### config.mk
export PLATFORM = sky130hd
export DESIGN_NAME = digest_display_sequencer
export DESIGN_NICKNAME = d
export VERILOG_FILES = /design/src/rtl/digest_seq_pkg.sv /design/src/rtl/btn_edge_sync.sv /design/src/rtl/digest_display_sequencer.sv
export SDC_FILE = /design/constraint.sdc
export NUM_CORES = 1
export LEC_CHECK = 0
export ABC_AREA = 1
export CAP_MARGIN = 5
export CORE_MARGIN = 2
export CORE_UTILIZATION = 35
export DETAILED_ROUTE_END_ITERATION = 16
export DONT_BUFFER_PORTS = 1
export GPL_TIMING_DRIVEN = 0
export PLACE_DENSITY = 0.49
export SETUP_SLACK_MARGIN = 0.1
export SKIP_LAST_GASP = 1
export SYNTH_ARGS = -nofsm -noshare
export SYNTH_HDL_FRONTEND = slang
export SYNTH_SLANG_ARGS = --single-unit
### constraint.sdc
create_clock -name sysclk_125mhz -period 5.2 [get_ports sysclk_125mhz]
set_input_delay 0.26 -clock sysclk_125mhz [delete_from_list [all_inputs] [get_ports sysclk_125mhz]]
set_output_delay 0.26 -clock sysclk_125mhz [all_outputs]
set_load 0.02 [all_outputs]
### src/rtl/digest_seq_pkg.sv
// rtl/digest_seq_pkg.sv - shared types, defaults and index helper for the digest display sequencer
// Purpose: state encoding, default dwell length and modular index stepping used by
//          digest_display_sequencer.
// Ports:   none (package).
package digest_seq_pkg;

  typedef enum logic [1:0] {
    EMPTY  = 2'd0,
    AUTO   = 2'd1,
    MANUAL = 2'd2,
    PAUSED = 2'd3
  } state_t;

  localparam int DEFAULT_DWELL_TICKS = 500;

  // Step an index one position modulo n. dir=0 steps forward, dir=1 steps back.
  function automatic int unsigned idx_step(input int unsigned idx, input logic dir,
                                           input int unsigned n);
    int unsigned r;
    if (dir) r = (idx == 0) ? n - 1 : idx - 1;
    else     r = (idx == n - 1) ? 0 : idx + 1;
    return r;
  endfunction

endpackage

### src/rtl/btn_edge_sync.sv
// rtl/btn_edge_sync.sv - two-flop button synchroniser with rising-edge pulse
// Purpose: brings a raw asynchronous button into the clock domain and emits a single-cycle
//          pulse per press; a held button produces exactly one pulse.
// Ports:   clk        in  clock
//          rst_n      in  asynchronous active-low reset
//          btn_in     in  raw button level
//          rise_pulse out one-cycle pulse, valid two clocks after btn_in is first sampled high
module btn_edge_sync (
  input  logic clk,
  input  logic rst_n,
  input  logic btn_in,
  output logic rise_pulse
);

  // [0] metastability stage, [1] synchronised level, [2] previous synchronised level
  logic [2:0] sync_q;
  logic [2:0] sync_d;

  always_comb begin
    sync_d = {sync_q[1:0], btn_in};
  end

  always_ff @(posedge clk or negedge rst_n) begin
    if (!rst_n) sync_q <= '0;
    else        sync_q <= sync_d;
  end

  assign rise_pulse = sync_q[1] & ~sync_q[2];

endmodule

### src/rtl/digest_display_sequencer.sv
// rtl/digest_display_sequencer.sv - sequences a captured digest one word at a time to a display
// Purpose: captures a hash digest and presents it WORD_W bits per frame, with timed auto-scroll,
//          manual next/prev stepping and pause. Optional macro DIGEST_SEQ_BLANK_EN inserts one
//          blanked dwell period (idx held at 0) after every auto wrap; otherwise blank is tied 0.
// Ports:   sysclk_125mhz in  system clock
//          rst           in  asynchronous active-low reset
//          tick          in  one-cycle dwell strobe
//          digest_valid  in  one-cycle capture strobe for digest
//          digest        in  digest value [DIGEST_W]
//          mode_auto     in  1 = auto scroll, 0 = manual
//          btn_next/btn_prev/btn_pause in raw asynchronous buttons
//          word          out displayed word digest_reg[word_idx*WORD_W +: WORD_W]
//          word_idx      out current word index
//          have_digest   out a digest has been captured since reset
//          paused        out sequencer is paused
//          wrap_pulse    out one-cycle pulse when auto advance wraps N-1 -> 0
//          blank         out display blank request
module digest_display_sequencer
  import digest_seq_pkg::*;
#(
  parameter int DIGEST_W    = 512,
  parameter int WORD_W      = 16,
  parameter int DWELL_TICKS = DEFAULT_DWELL_TICKS,
  localparam int unsigned N = DIGEST_W / WORD_W,
  localparam int IDX_W      = (N > 1) ? $clog2(N) : 1
) (
  input  logic                sysclk_125mhz,
  input  logic                rst,
  input  logic                tick,
  input  logic                digest_valid,
  input  logic [DIGEST_W-1:0] digest,
  input  logic                mode_auto,
  input  logic                btn_next,
  input  logic                btn_prev,
  input  logic                btn_pause,
  output logic [WORD_W-1:0]   word,
  output logic [IDX_W-1:0]    word_idx,
  output logic                have_digest,
  output logic                paused,
  output logic                wrap_pulse,
  output logic                blank
);

`ifdef DIGEST_SEQ_BLANK_EN
  localparam logic BLANK_EN = 1'b1;
`else
  localparam logic BLANK_EN = 1'b0;
`endif

  localparam int CNT_W = (DWELL_TICKS > 1) ? $clog2(DWELL_TICKS) : 1;
  localparam logic [CNT_W-1:0] LAST_CNT = CNT_W'(DWELL_TICKS - 1);
  localparam logic [IDX_W-1:0] LAST_IDX = IDX_W'(N - 1);

  state_t                state_q, state_d;
  logic [DIGEST_W-1:0]   digest_q, digest_d;
  logic [IDX_W-1:0]      idx_q, idx_d;
  logic [CNT_W-1:0]      cnt_q, cnt_d;
  logic                  wrap_q, wrap_d;
  logic                  blank_q, blank_d;

  logic next_pulse, prev_pulse, pause_pulse;
  logic step_ev;

  btn_edge_sync u_sync_next (
    .clk        (sysclk_125mhz),
    .rst_n      (rst),
    .btn_in     (btn_next),
    .rise_pulse (next_pulse)
  );

  btn_edge_sync u_sync_prev (
    .clk        (sysclk_125mhz),
    .rst_n      (rst),
    .btn_in     (btn_prev),
    .rise_pulse (prev_pulse)
  );

  btn_edge_sync u_sync_pause (
    .clk        (sysclk_125mhz),
    .rst_n      (rst),
    .btn_in     (btn_pause),
    .rise_pulse (pause_pulse)
  );

  // next and prev in the same cycle cancel; prev_pulse then selects the direction
  assign step_ev = next_pulse ^ prev_pulse;

  always_comb begin
    state_d  = state_q;
    digest_d = digest_q;
    idx_d    = idx_q;
    cnt_d    = cnt_q;
    wrap_d   = 1'b0;
    blank_d  = blank_q;

    if (digest_valid) begin
      digest_d = digest;
      idx_d    = '0;
      cnt_d    = '0;
      blank_d  = 1'b0;
      if (state_q == EMPTY) state_d = mode_auto ? AUTO : MANUAL;
    end else begin
      case (state_q)
        AUTO: begin
          if (!mode_auto) begin
            state_d = MANUAL;
            blank_d = 1'b0;
          end else if (pause_pulse) begin
            state_d = PAUSED;
            blank_d = 1'b0;
          end else if (step_ev) begin
            idx_d   = IDX_W'(idx_step(32'(idx_q), prev_pulse, N));
            cnt_d   = '0;
            blank_d = 1'b0;
          end else if (tick) begin
            if (cnt_q == LAST_CNT) begin
              cnt_d = '0;
              if (blank_q) begin
                // end of the blanked period: idx stays 0, normal scrolling resumes
                blank_d = 1'b0;
              end else begin
                idx_d = IDX_W'(idx_step(32'(idx_q), 1'b0, N));
                if (idx_q == LAST_IDX) begin
                  wrap_d  = 1'b1;
                  blank_d = BLANK_EN;
                end
              end
            end else begin
              cnt_d = cnt_q + CNT_W'(1);
            end
          end
        end
        MANUAL: begin
          if (mode_auto) begin
            state_d = AUTO;
            cnt_d   = '0;
          end else if (step_ev) begin
            idx_d = IDX_W'(idx_step(32'(idx_q), prev_pulse, N));
          end
        end
        PAUSED: begin
          if (!mode_auto) begin
            state_d = MANUAL;
          end else if (pause_pulse) begin
            state_d = AUTO;
            cnt_d   = '0;
          end else if (step_ev) begin
            idx_d = IDX_W'(idx_step(32'(idx_q), prev_pulse, N));
          end
        end
        default: begin
        end
      endcase
    end
  end

  always_ff @(posedge sysclk_125mhz or negedge rst) begin
    if (!rst) begin
      state_q  <= EMPTY;
      digest_q <= '0;
      idx_q    <= '0;
      cnt_q    <= '0;
      wrap_q   <= 1'b0;
      blank_q  <= 1'b0;
    end else begin
      state_q  <= state_d;
      digest_q <= digest_d;
      idx_q    <= idx_d;
      cnt_q    <= cnt_d;
      wrap_q   <= wrap_d;
      blank_q  <= blank_d;
    end
  end

  assign word        = digest_q[idx_q*WORD_W +: WORD_W];
  assign word_idx    = idx_q;
  assign have_digest = (state_q != EMPTY);
  assign paused      = (state_q == PAUSED);
  assign wrap_pulse  = wrap_q;
  assign blank       = blank_q;

endmodule

==> results.yml, run 1 <==
die:
  pin_count: 545
  initial_utilization_pct: 35.2
  die_w_um: 277
  placementRows: 100
  dieHeight_um: 277
  core_mm2: 0.0742
  dieArea_mm2: 0.0768
placed_design:
  dpl.hpwl_mm: 82.7
  pre_cts_slack_ps: 1940
  port_buffers: 0
  routabilityCongestion: 0.866
  dpl_cell_area_mm2: 0.0273
setup_path:
  crit_top_cell: "nand2_1"
  cp-start-kind: "flip-flop"
  worstSetupEndpoint: "word[15]"
  startpoint: "word_idx[2]"
  critical_path_class: "reg -> out"
  rr_startpoint: "word_idx[3]"
  critPathMaxFanout: 10
  end_kind: "primary output"
  arrival_ps: 3510
  cp.required_ps: 4940
  reg2regPathDepth: 8
  slowest_delay_ps: 700
  crit_slowest_cell: "buf_1"
  path_cells: "buf_2, inv_2, buf_1, nand3_1, nand2_1, nand2_1, nand2_1, nand2_1, nand2_1"
  r2r_end: "wrap_pulse"
  r2r_slack_ps: 2310
synth:
  post_synth_mux_area_share_pct: 0.0383
  synthXorXnorAreaFrac_pct: 0.134
  synth_compound_area_share_pct: 0.273
  ys_seq_elements: 538
  synth_top_family_by_area: "simple AND/OR/NAND/NOR gates"
  yosys.area_share.adder_pct: 0.383
  syn_inst: 3624
  synth-simple-area-share_pct: 42.3
  syn-num-nets: 4152
  synth.cell_area_mm2: 0.0261
  ys_warn_count: 0
  syn_area_per_cell_um2: 7.20
  ys_seq_area_share_pct: 51.6
  yosysUniqueCellTypes: 32
sta:
  fin_ws_ps: 1430
  final.setup.tns_ps: 0
  fin_crit_ps: 3770
  fmax_ghz: 0.265
  drv_slew: 0
  holdWs_ps: -644
  finalHoldViolations: 538
  fin_skew_ps: 22.4
  slew_headroom_pct: 3.10
  worst_pin_slew_ps: 1450
  rsz0062_at_grt: "false"
  setup_violations: 0
  fin_crit_sh_pct: 72.5
global_route:
  first_global_vias: 26400
  grt_util_all_layers_pct: 29.1
  grt_overflow_total: 0
  grt_pass1_wl_mm: 167
  antenna_found_initial: 18
  grt_max_degree: 539
clock_tree:
  cts_setup_buffers: 0
  clk-insertion-delay-late_ps: 620
  ctsHoldBuffers: 518
  cts.repair.resized: 0
  htreeDepth: 3
  clock_path_buffers: 3
  cts-root-buf: "clkbuf_16"
  clock-sinks: 538
  cts_tree: "yes"
  cts_buffers: 66
  clk_pin_slew_ps: 60
detailed_routing:
  post_drt_wl_per_cell_um: 21.5
  vias: 25900
  drt_wl_total_mm: 113
  drc: 0
  ant_nets: 0
  vias_per_cell: 4.93
  drt_iter0_markers: 2379
  drtPass1Iterations: 6
final_layout:
  final_area_mm2: 0.0348
  syn_to_final_growth_pct: 33.4
  nets: 4738
  drive_gt1_share_pct: 6.50
worst_hold_path:
  hold_path_class: "in -> async"
status:
  failed_checks: "negative hold slack"
  status: "finished, violations left"
pwr:
  ir_drop_uv: 219
  powerDensity_mw_per_mm2: 441
  p_leak_nw: 18.1
run:
  drv_cap: 0
==> stage by stage <==
stage          cells  power (mW)  utilization (%)
2_1_floorplan   3624        8.06                -
3_3_place_gp    4593        10.2             36.8
3_5_place_dp    4593        10.3             36.8
4_1_cts         5231        15.5             46.9
5_1_grt         5241        16.1             46.9
6_report        5248        15.4             46.9
==> critical path, delay by kind of cell, from the launching register on <==
family        cells  cell delay [ps]
flops             1              510
buf+inv           3             1340
simple gates      6              990
==> synth_stat cells (all sizes together) <==
cell type | instances | share of area, %
conb | 1 | 0.014
nand4 | 5 | 0.12
inv | 33 | 0.49
o21ai | 7 | 0.13
mux2i | 1 | 0.038
clkbuf | 54 | 0.78
dfrtp | 538 | 52
nand3b | 1 | 0.029
nand2 | 2345 | 34
xnor2 | 1 | 0.034
o22ai | 1 | 0.024
clkinv | 2 | 0.029
xor2 | 3 | 0.10
nand3 | 405 | 7.8
ha | 8 | 0.38
nor2 | 37 | 0.58
o21bai | 1 | 0.029
buf | 174 | 3.9
nor3 | 2 | 0.038
o21a | 1 | 0.029
a21oi | 3 | 0.057
or2 | 1 | 0.024
==> cell usage in the layout, fill, tap and decap left out, types with 5 or more instances in the layout <==
cell / n
clkinv_2: 10
dfrtp_1: 538
buf_4: 5
clkinvlp_4: 5
nand4_1: 5
nand2_1: 2342
clkbuf_1: 64
buf_6: 27
dlygate4sd3_1: 518
ha_1: 8
inv_1: 28
nand3_1: 404
buf_1: 19
o21ai_0: 5
clkbuf_8: 16
diode_2: 17
buf_2: 123
bufinv_16: 5
clkbuf_16: 68
nor2_1: 34
==> cell families after synthesis <==
family | count (synthesis)
other cells | 1
flops | 538
compound gates | 13
xor+xnor | 4
mux | 1
buf+inv | 263
fa+ha+maj | 8
simple gates | 2796
==> report_power, final <==
group	total [mW]	switching [mW]	internal, mW
combinational	5.69	4.06	1.63
sequential	4.84	0.271	4.57
clock	4.83	1.94	2.89
total	15.4	6.28	9.09
==> worst min-delay path by stage <==
| stage | slack, ps | depth (start not counted) | from | end |
|---|---|---|---|---|
| global placement | -5 | 0 | rst | digest_q[191] |
| detailed placement | -4 | 0 | rst | digest_q[191] |
| finish | -640 | 0 | rst | digest_q[191] |
| CTS | -660 | 0 | rst | digest_q[191] |
| global route | -670 | 0 | rst | digest_q[191] |
| floorplan | -40 | 0 | rst | cnt_q[0] |
==> layer usage <==
metal,global-route usage (%),part of all wire [%],up-vias
met1,38.9,44,12300
met5,0,0.071,-
met3,4.57,5.5,227
met4,10.4,3.5,12
met2,48.0,47,922
li1,-,-,12400
==> layout make-up <==
class / instances / area (um^2)
Inverter: 35 / 136
Fill cell: 7475 / 39400
Tap cell: 969 / 1210
Clock inverter: 26 / 313
Sequential cell: 538 / 13500
Buffer: 228 / 1230
Timing Repair Buffer: 518 / 5180
Multi-Input combinational cell: 2823 / 11300
Clock buffer: 94 / 1960
Antenna cell: 17 / 42.5
==> registers in the layout, summed over array words and instances, names as in the netlist <==
signal               count
word_idx                 5
wrap_pulse               1
u_sync_prev.sync_q       3
u_sync_next.sync_q       3
digest_q               512
u_sync_pause.sync_q      3
state_q                  2
cnt_q                    9
No activity file was read; power rests on OpenSTA's default activity.
==> run 2, diff against run 1 <==
Settings changed: PLACE_DENSITY 0.49 to 0.51.
Clock period 5.2 ns to 3.2 ns, I/O delays scaled along.
==> results.yml, run 2 (synthesized netlist as in run 1, its figures left out) <==
setup_path:
  arrival_ps: 2880
  rr_startpoint: "word_idx[3]"
  crit_family: "simple AND/OR/NAND/NOR gates"
  reg2regPathDepth: 8
  r2r_end: "wrap_pulse"
  path_buf_inv: 4
  cp.required_ps: 3040
  end_kind: "primary output"
  critPathMaxFanout: 10
  path_cells: "buf_12, inv_6, buf_12, buf_6, nand2_1, nand3_1, nand3_1, nand2_1, nand2_1, nand2_1, nand2_1, nand2_4"
  crit_slowest_cell: "dfrtp_2"
  critical_path_class: "reg -> out"
  r2r_slack_ps: 260
  cp-start-kind: "flip-flop"
  crit_top_cell: "nand2_1"
  slowest_delay_ps: 520
final_layout:
  layout_common_cells: "nand2_1 (2,320), dfrtp_1 (535), dlygate4sd3_1 (519)"
  utilization_pct: 47.2
  syn_to_final_growth_pct: 34.3
  largest_register_ff_count: 512
  layout.cells.most_common: "nand2_1"
  final_cells: 5243
  drive_gt1_share_pct: 7.46
  nets: 4739
  top_register: "digest_q"
clock_tree:
  cts_tree: "yes"
  ctsHoldBuffers: 519
  clk-insertion-delay-late_ps: 640
  htreeDepth: 2
  clk_pin_slew_ps: 60
  cts_buffers: 61
  clock_path_buffers: 3
  clock-sinks: 538
  cts-root-buf: "clkbuf_16"
detailed_routing:
  post_drt_wl_per_cell_um: 21.6
  vias_per_cell: 4.96
  drc: 0
  drtPass1Iterations: 5
  drt_iter0_markers: 2106
  ant_nets: 0
  drt_wl_total_mm: 113
  vias: 26000
pwr:
  ir_drop_uv: 478
  netSwitchingPower_mw: 10.2
  p_int_mw: 14.9
  powerDensity_mw_per_mm2: 718
  p_seq_share_pct: 31.3
  switching_share_pct: 40.7
  p_leak_nw: 18.2
  p_comb_share_pct: 38.5
  clkPwrFrac_pct: 30.2
die:
  dieHeight_um: 277
  pin_count: 545
  placementRows: 100
  die_w_um: 277
  core_mm2: 0.0742
  initial_utilization_pct: 35.2
  dieArea_mm2: 0.0768
placed_design:
  routabilityCongestion: 0.894
  dpl.hpwl_mm: 82.5
  port_buffers: 0
  placed_cells: 4593
global_route:
  grt_pass1_wl_mm: 168
  grt_overflow_total: 0
  first_global_vias: 26700
  grt_max_degree: 539
  grt_util_all_layers_pct: 29.2
  antenna_found_initial: 21
sta:
  setup_violations: 0
  rsz0062_at_grt: "true"
  fin_crit_ps: 3040
  fmax_ghz: 0.329
  final.setup.tns_ps: 0
  fin_skew_ps: 6.02
  drv_slew: 91
  holdWs_ps: -772
  slew_headroom_pct: -7.98
  finalHoldViolations: 538
  fin_crit_sh_pct: 94.9
  worst_pin_slew_ps: 1620
status:
  failed_checks: "negative hold slack, max-slew violations"
  status: "finished, violations left"
worst_hold_path:
  hold_path_class: "in -> async"
run:
  drv_cap: 0
-- run 2: changes by cell type in the layout (fill, tap and decap cells not counted), moves of 7 or more --
| cell | previous run | this run |
|---|---|---|
| buf_2 | 123 | 99 |
| nand2_1 | 2342 | 2320 |
| buf_4 | 5 | 25 |
| nand2_2 | 3 | 15 |
| nand2_4 | 0 | 10 |
| clkbuf_1 | 64 | 55 |
| clkbuf_4 | 0 | 7 |
-- run 2: how the worst max path moves through the flow --
stage / cells after the start / from / to / slack, ps
2_1_floorplan: 11 / word_idx[3] / word_idx[2] / 1360
3_3_place_gp: 9 / word_idx[2] / word[8] / 60
3_5_place_dp: 9 / word_idx[2] / word[8] / 70
4_1_cts: 11 / word_idx[1] / word[8] / 50
5_1_grt: 12 / word_idx[0] / word[7] / 70
6_report: 12 / word_idx[0] / word[10] / 160
-- run 2: area by class of cell --
class / count / area, um^2
antenna: 11 / 27.5
buffer: 228 / 1370
clock buffer: 87 / 1840
clock inverter: 28 / 348
fill: 7458 / 39100
inverter: 35 / 139
multi-input combinational: 2823 / 11400
sequential: 538 / 13500
tap: 969 / 1210
timing repair buffer: 524 / 5260
-- run 2: through the flow --
stage	setup WS, ps	power [mW]	hold slack, ps	cell area (um^2)
global route	72.8	26.5	-791	35000
finish	164	25.2	-772	35100
detailed placement	66.8	16.7	-105	27300
CTS	52.4	25.1	-775	34900
global placement	57.9	16.7	-105	27300
floorplan	1360	13.1	-136	26100
-- run 2: worst register-to-register path, stage by stage (launching register included) --
cell	delay (ps)
dfrtp_1	550
buf_2	300
clkinv_1	330
clkbuf_2	340
nor2_1	180
ha_1	220
nand4_1	100
dlygate4sd3_1	570
nor3_1	240
-- run 2: layer usage --
| metal | track usage [%] | wire length [um] |
|---|---|---|
| met1 | 38.8 | 48600 |
| met2 | 47.6 | 52800 |
| met3 | 5.03 | 7060 |
| met4 | 11.3 | 4490 |
| met5 | 0 | 85 |
-- run 2: power groups by stage --
stage | combinational (mW) | sequential, mW | clock, mW
global route | 10.5 | 7.95 | 7.98
detailed placement | 8.71 | 7.98 | 0
CTS | 9.56 | 7.87 | 7.71
floorplan | 5.26 | 7.84 | 0
finish | 9.68 | 7.88 | 7.59
global placement | 8.69 | 7.98 | 0
-- run 2: repair_timing --
item | 4_1_cts | 5_1_grt
setup buffers | 3 | 2
endpoints found under the setup margin | 16 | 17
gates resized for setup | 66 | 29
gates cloned | 0 | 0
hold endpoints to repair | 1063 | 538
pin swaps | 1 | 4
==> run 3, diff against run 2 <==
Settings changed: CORE_ASPECT_RATIO from default to 1.75.
==> results.yml, run 3 (synthesized netlist as in run 1, its figures left out) <==
status:
  status: "finished, violations left"
  failed_checks: "negative hold slack"
pwr:
  ir_drop_uv: 478
  powerDensity_mw_per_mm2: 706
  p_leak_nw: 18.0
global_route:
  first_global_vias: 26200
  grt_util_all_layers_pct: 30.1
  grt_max_degree: 539
  grt_overflow_total: 0
  grt_pass1_wl_mm: 169
  antenna_found_initial: 15
setup_path:
  crit_top_cell: "nand2_1"
  arrival_ps: 2870
  cp-start-kind: "flip-flop"
  r2r_end: "wrap_pulse"
  end_kind: "primary output"
  r2r_slack_ps: 380
  critPathMaxFanout: 10
  critical_path_class: "reg -> out"
  rr_startpoint: "word_idx[3]"
  reg2regPathDepth: 8
  crit_slowest_cell: "dfrtp_2"
  slowest_delay_ps: 500
  cp.required_ps: 3040
  path_cells: "buf_8, buf_6, clkbuf_4, nand2_1, nand3_1, nand3_1, nand2_2, nand2_1, nand2_1, nand2_1, nand2_2"
final_layout:
  top_register: "digest_q"
  largest_register_ff_count: 512
  layout_common_cells: "nand2_1 (2,323), dfrtp_1 (535), dlygate4sd3_1 (519)"
  final_area_mm2: 0.0347
  layout.cells.most_common: "nand2_1"
  nets: 4730
  syn_to_final_growth_pct: 32.8
  drive_gt1_share_pct: 6.76
sta:
  holdWs_ps: -759
  slew_headroom_pct: 7.42
  drv_slew: 0
  final.setup.tns_ps: 0
  fin_crit_sh_pct: 94.7
  finalHoldViolations: 538
  rsz0062_at_grt: "true"
  fmax_ghz: 0.330
  worst_pin_slew_ps: 1390
  fin_skew_ps: 15.8
  setup_violations: 0
  fin_crit_ps: 3030
placed_design:
  dpl.hpwl_mm: 87.3
  port_buffers: 0
  dpl_cell_area_mm2: 0.0273
  routabilityCongestion: 0.900
clock_tree:
  cts-root-buf: "clkbuf_16"
  cts_tree: "yes"
  cts_buffers: 55
  clk-insertion-delay-late_ps: 640
  clock-sinks: 538
  htreeDepth: 2
  ctsHoldBuffers: 519
  clk_pin_slew_ps: 60
  clock_path_buffers: 3
die:
  dieHeight_um: 365
  pin_count: 545
  dieArea_mm2: 0.0769
  core_mm2: 0.0740
  initial_utilization_pct: 35.3
  placementRows: 132
  die_w_um: 210
detailed_routing:
  m1WireLength_mm: 46.1
  top_layer_used: "met5"
  vias_per_cell: 4.95
  drtPass1Iterations: 6
  post_drt_wl_per_cell_um: 22.5
  met3RoutedLength_mm: 6.99
  vias: 25700
  route.met2.wl_mm: 58.6
  ant_nets: 0
  drt_wl_total_mm: 117
  drc: 0
  drt_iter0_markers: 2103
worst_hold_path:
  hold_path_class: "in -> async"
run:
  drv_cap: 0
-- run 3: cell types whose count changed in the layout (fill, tap and decap cells not counted), sizes merged --
cell and delta:
clkinv -11, buf -6, clkinvlp -4, clkbuf +3
bufinv -2, diode +2, inv +1
-- run 3: per-layer routing --
metal | up-vias | global-route usage (%)
met2 | 963 | 53.7
li1 | 12300 | -
met4 | 8 | 12.8
met3 | 196 | 5.42
met5 | - | 0
met1 | 12200 | 35.4
-- run 3: area by class of cell --
cell class | instances | area (um^2)
repair buffers | 521 | 5230
well taps | 938 | 1170
multi-input cells | 2823 | 11400
inverters | 35 | 141
plain buffers | 228 | 1350
flip-flops and latches | 538 | 13500
diodes | 13 | 32.5
clock buffers | 87 | 1690
clock inverters | 12 | 204
fillers | 7425 | 39300
-- run 3: metrics by stage --
| step | power [mW] | worst slack (ps) | cells | utilization, % |
|---|---|---|---|---|
| floorplan | 13.1 | 1360 | 3624 | - |
| global placement | 16.8 | 150 | 4562 | 36.9 |
| detailed placement | 16.8 | 178 | 4562 | 36.9 |
| CTS | 24.5 | 76.5 | 5180 | 46.6 |
| global route | 25.7 | 51.5 | 5190 | 46.8 |
| finish | 24.5 | 170 | 5195 | 46.8 |
-- run 3: where the power goes --
group	leakage (nW)	switching (mW)	internal, mW	total [mW]
combinational	10.5	6.78	2.87	9.66
clock	0.931	2.92	4.00	6.93
sequential	6.57	0.457	7.43	7.89
-- run 3: critical path, delay by kind of cell, from the launching register on --
kind,cells,cell delay (ps)
buffers and inverters,3,690
DFF,1,500
and+or+nand+nor,8,1020
-- run 3: what timing repair did --
action	in CTS	in global routing
endpoints found under the setup margin	16	16
cloned	0	1
pin swaps	0	1
setup buffers	0	1
endpoints found under the hold margin	1060	538
resized for setup	49	29
-- run 3: how the worst max path moves through the flow --
stage	startpoint	to	slack (ps)	depth (start not counted)
floorplan	word_idx[3]	word_idx[2]	1360	11
global placement	word_idx[1]	word[6]	150	10
detailed placement	word_idx[1]	word[6]	180	10
CTS	word_idx[0]	word[4]	80	11
global route	word_idx[1]	word[4]	50	9
finish	word_idx[0]	word[4]	170	11
